==> src/rtl/mode_counter.sv <==
// Multi-mode up/down counter with a programmable terminal value, synchronous load,
// wrap / saturate / one-shot boundary handling, a terminal-count pulse and a sticky done flag.
module mode_counter #(
    parameter int          WIDTH   = 8,
    parameter int unsigned MAX_VAL = 2**WIDTH - 1
) (
    input  logic             clk,
    input  logic             rst,
    input  logic             enable,
    input  logic             load,
    input  logic [WIDTH-1:0] load_value,
    input  logic             dir,
    input  logic [1:0]       mode,
    output logic [WIDTH-1:0] count,
    output logic             tc,
    output logic             done
);

    typedef enum logic [1:0] {
        M_WRAP    = 2'b00,
        M_SAT     = 2'b01,
        M_ONESHOT = 2'b10,
        M_RSVD    = 2'b11
    } mode_e;

    typedef struct packed {
        logic [WIDTH-1:0] count;
        logic             tc;
        logic             done;
    } cnt_state_t;

    localparam logic [WIDTH-1:0] MAXV = WIDTH'(MAX_VAL);

    cnt_state_t       cur, nxt;
    logic             at_bound;
    logic [WIDTH-1:0] load_clamped;
    mode_e            mode_q;

    assign mode_q       = mode_e'(mode);
    assign load_clamped = (load_value > MAXV) ? MAXV : load_value;

    // Boundary is judged against the direction sampled on this edge, so a
    // direction flip at MAX_VAL or 0 is an ordinary step, not a boundary event.
    assign at_bound = dir ? (cur.count == MAXV) : (cur.count == '0);

    always_comb begin
        nxt      = cur;
        nxt.tc   = 1'b0;
        if (load) begin
            nxt.count = load_clamped;
            nxt.done  = 1'b0;
        end else if (enable && !cur.done) begin
            if (!at_bound) begin
                nxt.count = dir ? cur.count + WIDTH'(1) : cur.count - WIDTH'(1);
            end else begin
                case (mode_q)
                    M_SAT: begin
                        nxt.tc = 1'b1;
                    end
                    M_ONESHOT: begin
                        nxt.tc   = 1'b1;
                        nxt.done = 1'b1;
                    end
                    default: begin
                        nxt.count = dir ? '0 : MAXV;
                        nxt.tc    = 1'b1;
                    end
                endcase
            end
        end
    end

    always_ff @(posedge clk) begin
        if (rst) begin
            cur <= '0;
        end else begin
            cur <= nxt;
        end
    end

    assign count = cur.count;
    assign tc    = cur.tc;
    assign done  = cur.done;

endmodule

==> config.mk <==
export PLATFORM = sky130hd
export DESIGN_NAME = mode_counter
export DESIGN_NICKNAME = d
export VERILOG_FILES = /design/src/rtl/mode_counter.sv
export SDC_FILE = /design/constraint.sdc
export NUM_CORES = 1
export LEC_CHECK = 0
export ABC_AREA = 1
export ABC_CLOCK_PERIOD_IN_PS = 2500
export CORE_MARGIN = 2
export CORE_UTILIZATION = 47
export DETAILED_ROUTE_END_ITERATION = 7
export PLACE_DENSITY = 0.75
export SLEW_MARGIN = 15
export SYNTH_ARGS = -nofsm -noshare
export SYNTH_HDL_FRONTEND = slang
export SYNTH_SLANG_ARGS = --single-unit
==> constraint.sdc <==
create_clock -name clk -period 2.5 [get_ports clk]
set_input_delay 0.5 -clock clk [delete_from_list [all_inputs] [get_ports clk]]
set_output_delay 0.5 -clock clk [all_outputs]
set_load 0.02 [all_outputs]
Word-level counts from Yosys, hierarchy flattened
Cells that the tools add are included.
{"block": "classes", "n_addsub": 2, "mul": 0, "div_mod_pow": 0, "order_cmp": 1, "n_eq_ne": 4, "n_shift": 0, "muxes": 10, "n_bitwise": 1, "n_reduce_logical": 9}
{"cell": "two-way mux 8 bit", "n": 6}
{"cell": "two-way mux 10 bit", "n": 1}
{"cell": "adder 8 x 1 -> 8 bit, second input constant", "n": 1}
{"cell": "== test 8 bit, second input constant", "n": 1}
{"cell": "greater-than comparator 8 bit, second input constant", "n": 1}
{"cell": "zero test 8 bit", "n": 1}
{"cell": "subtractor 8 x 1 -> 8 bit, second input constant", "n": 1}
{"cell": "OR reduction 2 bit", "n": 2}
{"cell": "!= test 3 bit, second input constant", "n": 1}
{"cell": "AND reduction 3 bit", "n": 1}
{"cell": "OR reduction 3 bit", "n": 1}
{"cell": "== test 2 x 1 -> 1 bit, second input constant", "n": 1}
{"cell": "== test 2 bit, second input constant", "n": 1}
{"cell": "two-way mux 1 bit", "n": 2}
{"cell": "two-way mux 2 bit", "n": 1}
{"cell": "AND reduction 2 bit", "n": 1}
{"cell": "nonzero test 2 bit", "n": 1}
{"cell": "logical AND 1 bit", "n": 1}
{"cell": "zero test 1 bit", "n": 1}
{"cell": "NOT 1 bit", "n": 1}
{"block": "totals", "ff_bits": 10, "latch_bits": 0, "ramBits": 0, "romBits": 0, "input_bits": 15, "out_inout_bits": 10, "word_cells": 30, "n_memories": 0}

Longest topological paths before layout
Gate-level depths: netlist of run 1.
{"block": "depth", "ltp_word": 6, "ltp_mapped": 12, "depth_no_buf": 12}

Worst setup path before layout of run 1
Ideal clock, no wire load.
{"block": "synth_path", "kind": "register to register", "startpoint": "reg cur, in the netlist count[0]", "endpoint": "reg cur, in the netlist count[4]", "setup_ns": 0.064, "arrival_ns": 1.683, "required_ns": 2.436, "slack_ns": 0.753, "path_stages_with_launch": 13, "path_buffers": 0, "synth_period_minus_slack_ns": 1.747, "path_cell_list": "dfxtp_1 inv_1 fa_1 inv_1 nand2_1 nand2_1 nand2_1 or2_1 nand3_1 nand2_1 nand2_1 nor2_1 nor2_1"}
{"block": "synth_via", "elab_chain_len": 5, "word_cells_on_any_way": 11, "cone_classes": "add/sub (2); eq/ne (2); mux (5); reduce/logical (2)"}
{"element": "start: declaration", "line": "34", "rtl": "cnt_state_t cur, nxt;"}
{"element": "start signal: assignment", "line": "77", "rtl": "cur <= nxt;"}
{"element": "subtractor 8 x 1 -> 8 bit (tied with other cells)", "line": "54", "rtl": "nxt.count = dir ? cur.count + WIDTH'(1) : cur.count - WIDTH'(1);"}
{"element": "two-way mux 8 bit or two-way mux 1 bit (tied branches)", "line": "54, 44"}
{"element": "two-way mux 8 bit", "line": "53", "rtl": "if (!at_bound) begin"}
{"element": "two-way mux 10 bit", "line": "52", "rtl": "end else if (enable && !cur.done) begin"}
{"element": "two-way mux 8 bit", "line": "49", "rtl": "if (load) begin"}
Several ways; a longest one is shown, not always the timed one. The select of a mux whose other input is x is not followed.
A chain may end at the register's enable or synchronous reset.

Worst setup path after layout of run 1
{"block": "layout_path", "startpoint": "in dir", "endpoint": "reg cur, in the netlist count[7]"}
{"block": "layout_via", "elab_chain_len": 5, "word_cells_on_any_way": 9, "cone_classes": "eq/ne (1); mux (7); reduce/logical (1)"}
{"element": "start: declaration", "line": "12", "rtl": "input logic dir,"}
{"element": "two-way mux 8 bit", "line": "65", "rtl": "nxt.count = dir ? '0 : MAXV;"}
{"element": "two-way mux 8 bit", "line": "56", "rtl": "case (mode_q)"}
{"element": "two-way mux 8 bit", "line": "53"}
{"element": "two-way mux 10 bit", "line": "52"}
{"element": "two-way mux 8 bit", "line": "49"}
Several ways; a longest one is shown, not always the timed one. The select of a mux whose other input is x is not followed.

==> flow_summary.json, run 1 <==
{
  "status": "completed",
  "worstHoldStart": "done",
  "required_ns": 2.64,
  "area.growth.synth_to_final_pct": 28.5,
  "cts_made_buffers": 3,
  "avgSynthCellArea_um2": 6.19,
  "num_rows": 16,
  "pin_count": 25,
  "synth_warnings": 0,
  "synth_ff_type": "dfxtp_1",
  "seq_area_frac_synth": 0.198,
  "min_path_type": "reg2reg",
  "gp_congestion": 0.938,
  "routed_wl_um": 2480,
  "finalHoldViolations": 0,
  "whs_ns": 0.521,
  "dp_hpwl_um": 2060,
  "fmax_ghz": 0.437,
  "final_nets": 213,
  "first_iter_violations": 18,
  "power.leakage_nw": 0.690,
  "detail-route-antenna-nets": 0,
  "synth_area_um2": 1010,
  "reg2reg_depth": 12,
  "cts_max_level": 1,
  "grt_pass1_wl_um": 4060,
  "max_slew_margin": 0.707,
  "worstSetupPathType": "in2reg",
  "synth_edf_count": 0,
  "fin_worst_skew_ns": 0.00828,
  "clock_path_buffers": 2,
  "r2r_slack_ns": 0.68,
  "fin_util": 0.648,
  "grt-ovfl-total": 0,
  "drt-wirelength-per-cell_um": 11.5,
  "antenna_found_initial": 0,
  "slowest_stage": "clkdlybuf4s50_1",
  "num_vias": 1099,
  "yosys-top-cells-area": "nand2_1 (20%), dfxtp_1 (20%), nor2_1 (8.9%), ha_1 (8.7%), inv_1 (7.1%)",
  "timing.rr.start": "count[0]",
  "postCtsSetupBuffers": 0,
  "final_cells": 215,
  "worst_slew_pin_slew_ns": 0.438,
  "rsz0062_at_grt": "no",
  "placedCellCount": 212,
  "async_flop_share": 0,
  "start_util": 0.504,
  "port_buffers": 24,
  "design_area_um2": 1300,
  "path_max_fanout": 6,
  "crit_arrival_ns": 2.43,
  "antennaDiodeCount": 0,
  "setup_viol": 0,
  "placed_area_um2": 1270,
  "power_density_nw_per_um2": 417,
  "die_h_um": 50.4,
  "path_clk_slew_ns": 0.06,
  "maxCapViolCount": 0,
  "grtUsageTotal": 0.210,
  "layout-drive-gt1-share": 0.112,
  "drv_slew": 0,
  "holdPathEnd": "done",
  "path_cells": "clkdlybuf4s50_1, inv_1, ha_1, a21oi_1, nand2_1, nand2_1, a21oi_1, nor2_1, nor2_1, nor2_1, nor2_1",
  "synthCells": 163,
  "worstSetupStartpointType": "input port",
  "drc": 0,
  "path_common_cell": "nor2_1",
  "worst_r2r_endpoint": "count[4]",
  "die_x_um": 50.4,
  "max_stage_delay_ns": 0.57,
  "multi_input_area_um2": 718,
  "setup-tns-final_ns": 0,
  "cts_tree": "built",
  "synth_seq_cells": 10,
  "core_um2": 2000,
  "routed_via_density": 5.11,
  "root_buffer": "clkbuf_4",
  "hold_depth": 1,
  "finalCriticalPeriod_ns": 2.29,
  "synth_top_cell_area_share": 0.201,
  "grt_pass1_vias": 976,
  "insertion_delay_ns": 0.27,
  "grt_max_degree": 13,
  "fin_crit_sh": 0.915,
  "endpoint_kind": "register",
  "synth.distinct_cells": 26,
  "dieArea_um2": 2540,
  "first_pass_iters": 4,
  "seq_area_um2": 200,
  "final.fill_count": 185,
  "cts_resized": 0,
  "peakVddDrop_mv": 0.240,
  "synthTopCellsByCount": "nand2_1 (54), nor2_1 (24), inv_1 (19)",
  "cts.sinks": 10,
  "syn_nets": 186,
  "synth_area_leader_cell": "nand2_1",
  "cts_hold_buf": 0,
  "yosysMostFrequentCell": "nand2_1"
}
## area by class of cell
class / count / area share
clock buffers: 3 / 0.0174
inverters: 22 / 0.0636
repair buffers: 24 / 0.185
flip-flops and latches: 10 / 0.154
multi-input cells: 129 / 0.554
well taps: 27 / 0.0260
## worst max-delay path by stage
stage | from | endpoint | cells after the start | slack, ns
3_5_place_dp | dir | count[7] | 11 | -0.01
4_1_cts | dir | count[7] | 11 | 0.25
2_1_floorplan | count[0] | count[4] | 12 | 0.75
5_1_grt | dir | count[7] | 12 | 0.03
3_3_place_gp | dir | count[7] | 11 | 0.09
6_report | dir | count[7] | 11 | 0.21
## worst max-delay path, delay by kind of cell
| family | cells | cell delay [ns] |
|---|---|---|
| buffers and inverters | 2 | 0.74 |
| and+or+nand+nor | 6 | 0.58 |
| adders and majority gates | 1 | 0.38 |
| AOI/OAI and AO/OA | 2 | 0.23 |
## stage by stage
| stage | power [mW] | setup WS (ns) |
|---|---|---|
| floorplan | 0.352 | 0.753 |
| global placement | 0.427 | 0.0862 |
| detailed placement | 0.432 | -0.0117 |
| CTS | 0.539 | 0.255 |
| global route | 0.578 | 0.0309 |
| finish | 0.540 | 0.213 |
## report_power, final
group | internal (mW) | switching [mW] | total, mW
registers | 0.171 | 0.0188 | 0.190
logic | 0.105 | 0.137 | 0.242
clock network | 0.0555 | 0.0533 | 0.109
## kinds of logic after synthesis
logic type               count (synthesis)  share of synthesized area
AO/OA/AOI/OAI                           16                     0.0967
buffers and inverters                   24                     0.0905
adder cells (fa/ha/maj)                  8                      0.107
AND/OR/NAND/NOR                        103                      0.491
XOR/XNOR                                 2                     0.0174
flip-flops                              10                      0.198
## cell usage in the layout (no fill, tap or decap)
cell type | netlist | layout
a21boi_0 | 1 | 1
a21boi_1 | 1 | 1
a21oi_1 | 9 | 9
a22o_1 | 1 | 1
clkbuf_4 | 0 | 3
clkdlybuf4s50_1 | 0 | 24
dfxtp_1 | 10 | 10
fa_1 | 1 | 1
ha_1 | 7 | 7
inv_1 | 19 | 19
inv_2 | 3 | 3
nand2_1 | 54 | 54
nand2_2 | 4 | 4
nand2_4 | 3 | 3
nand2_8 | 1 | 1
nand3_1 | 9 | 9
nand3b_4 | 1 | 1
nor2_1 | 24 | 24
nor2_2 | 2 | 2
nor2_4 | 3 | 3
o211ai_1 | 1 | 1
o21ai_0 | 2 | 2
o21bai_2 | 1 | 1
or2_1 | 2 | 2
xnor2_1 | 1 | 1
xor2_1 | 1 | 1
## flip-flops by register name (all words and copies together) (netlist names)
| name | cells |
|---|---|
| count | 8 |
| tc | 1 |
| done | 1 |
## per-layer routing
layer,vias up,track usage,share of wire
li1,556,-,-
met1,493,0.252,0.45
met2,39,0.373,0.46
met3,11,0.0238,0.063
met4,0,0.0901,0.028
met5,-,0,0
Note: power is estimated with default switching activity, not from simulation.
==> inputs of run 2 (changes only) <==
--- a/config.mk
+++ b/config.mk
@@ -6,7 +6,7 @@
 export NUM_CORES = 1
 export LEC_CHECK = 0
 export ABC_AREA = 1
-export ABC_CLOCK_PERIOD_IN_PS = 2500
+export ABC_CLOCK_PERIOD_IN_PS = 2800
 export CORE_MARGIN = 2
 export CORE_UTILIZATION = 47
 export DETAILED_ROUTE_END_ITERATION = 7
==> constraint.sdc (replaced) <==
create_clock -name clk -period 2.8 [get_ports clk]
set_input_delay 0.56 -clock clk [delete_from_list [all_inputs] [get_ports clk]]
set_output_delay 0.56 -clock clk [all_outputs]
set_load 0.02 [all_outputs]
==> results of run 2 <==
The final DEF is identical to that of run 1. Status: completed.
Among the figures that moved: setup slack after placement -0.0117 ns -> 0.228 ns; setup slack after layout 0.213 ns -> 0.453 ns; register-to-register setup slack 0.68 ns -> 0.98 ns; total power 0.540 mW -> 0.483 mW; worst IR drop on VDD 0.240 mV -> 0.214 mV
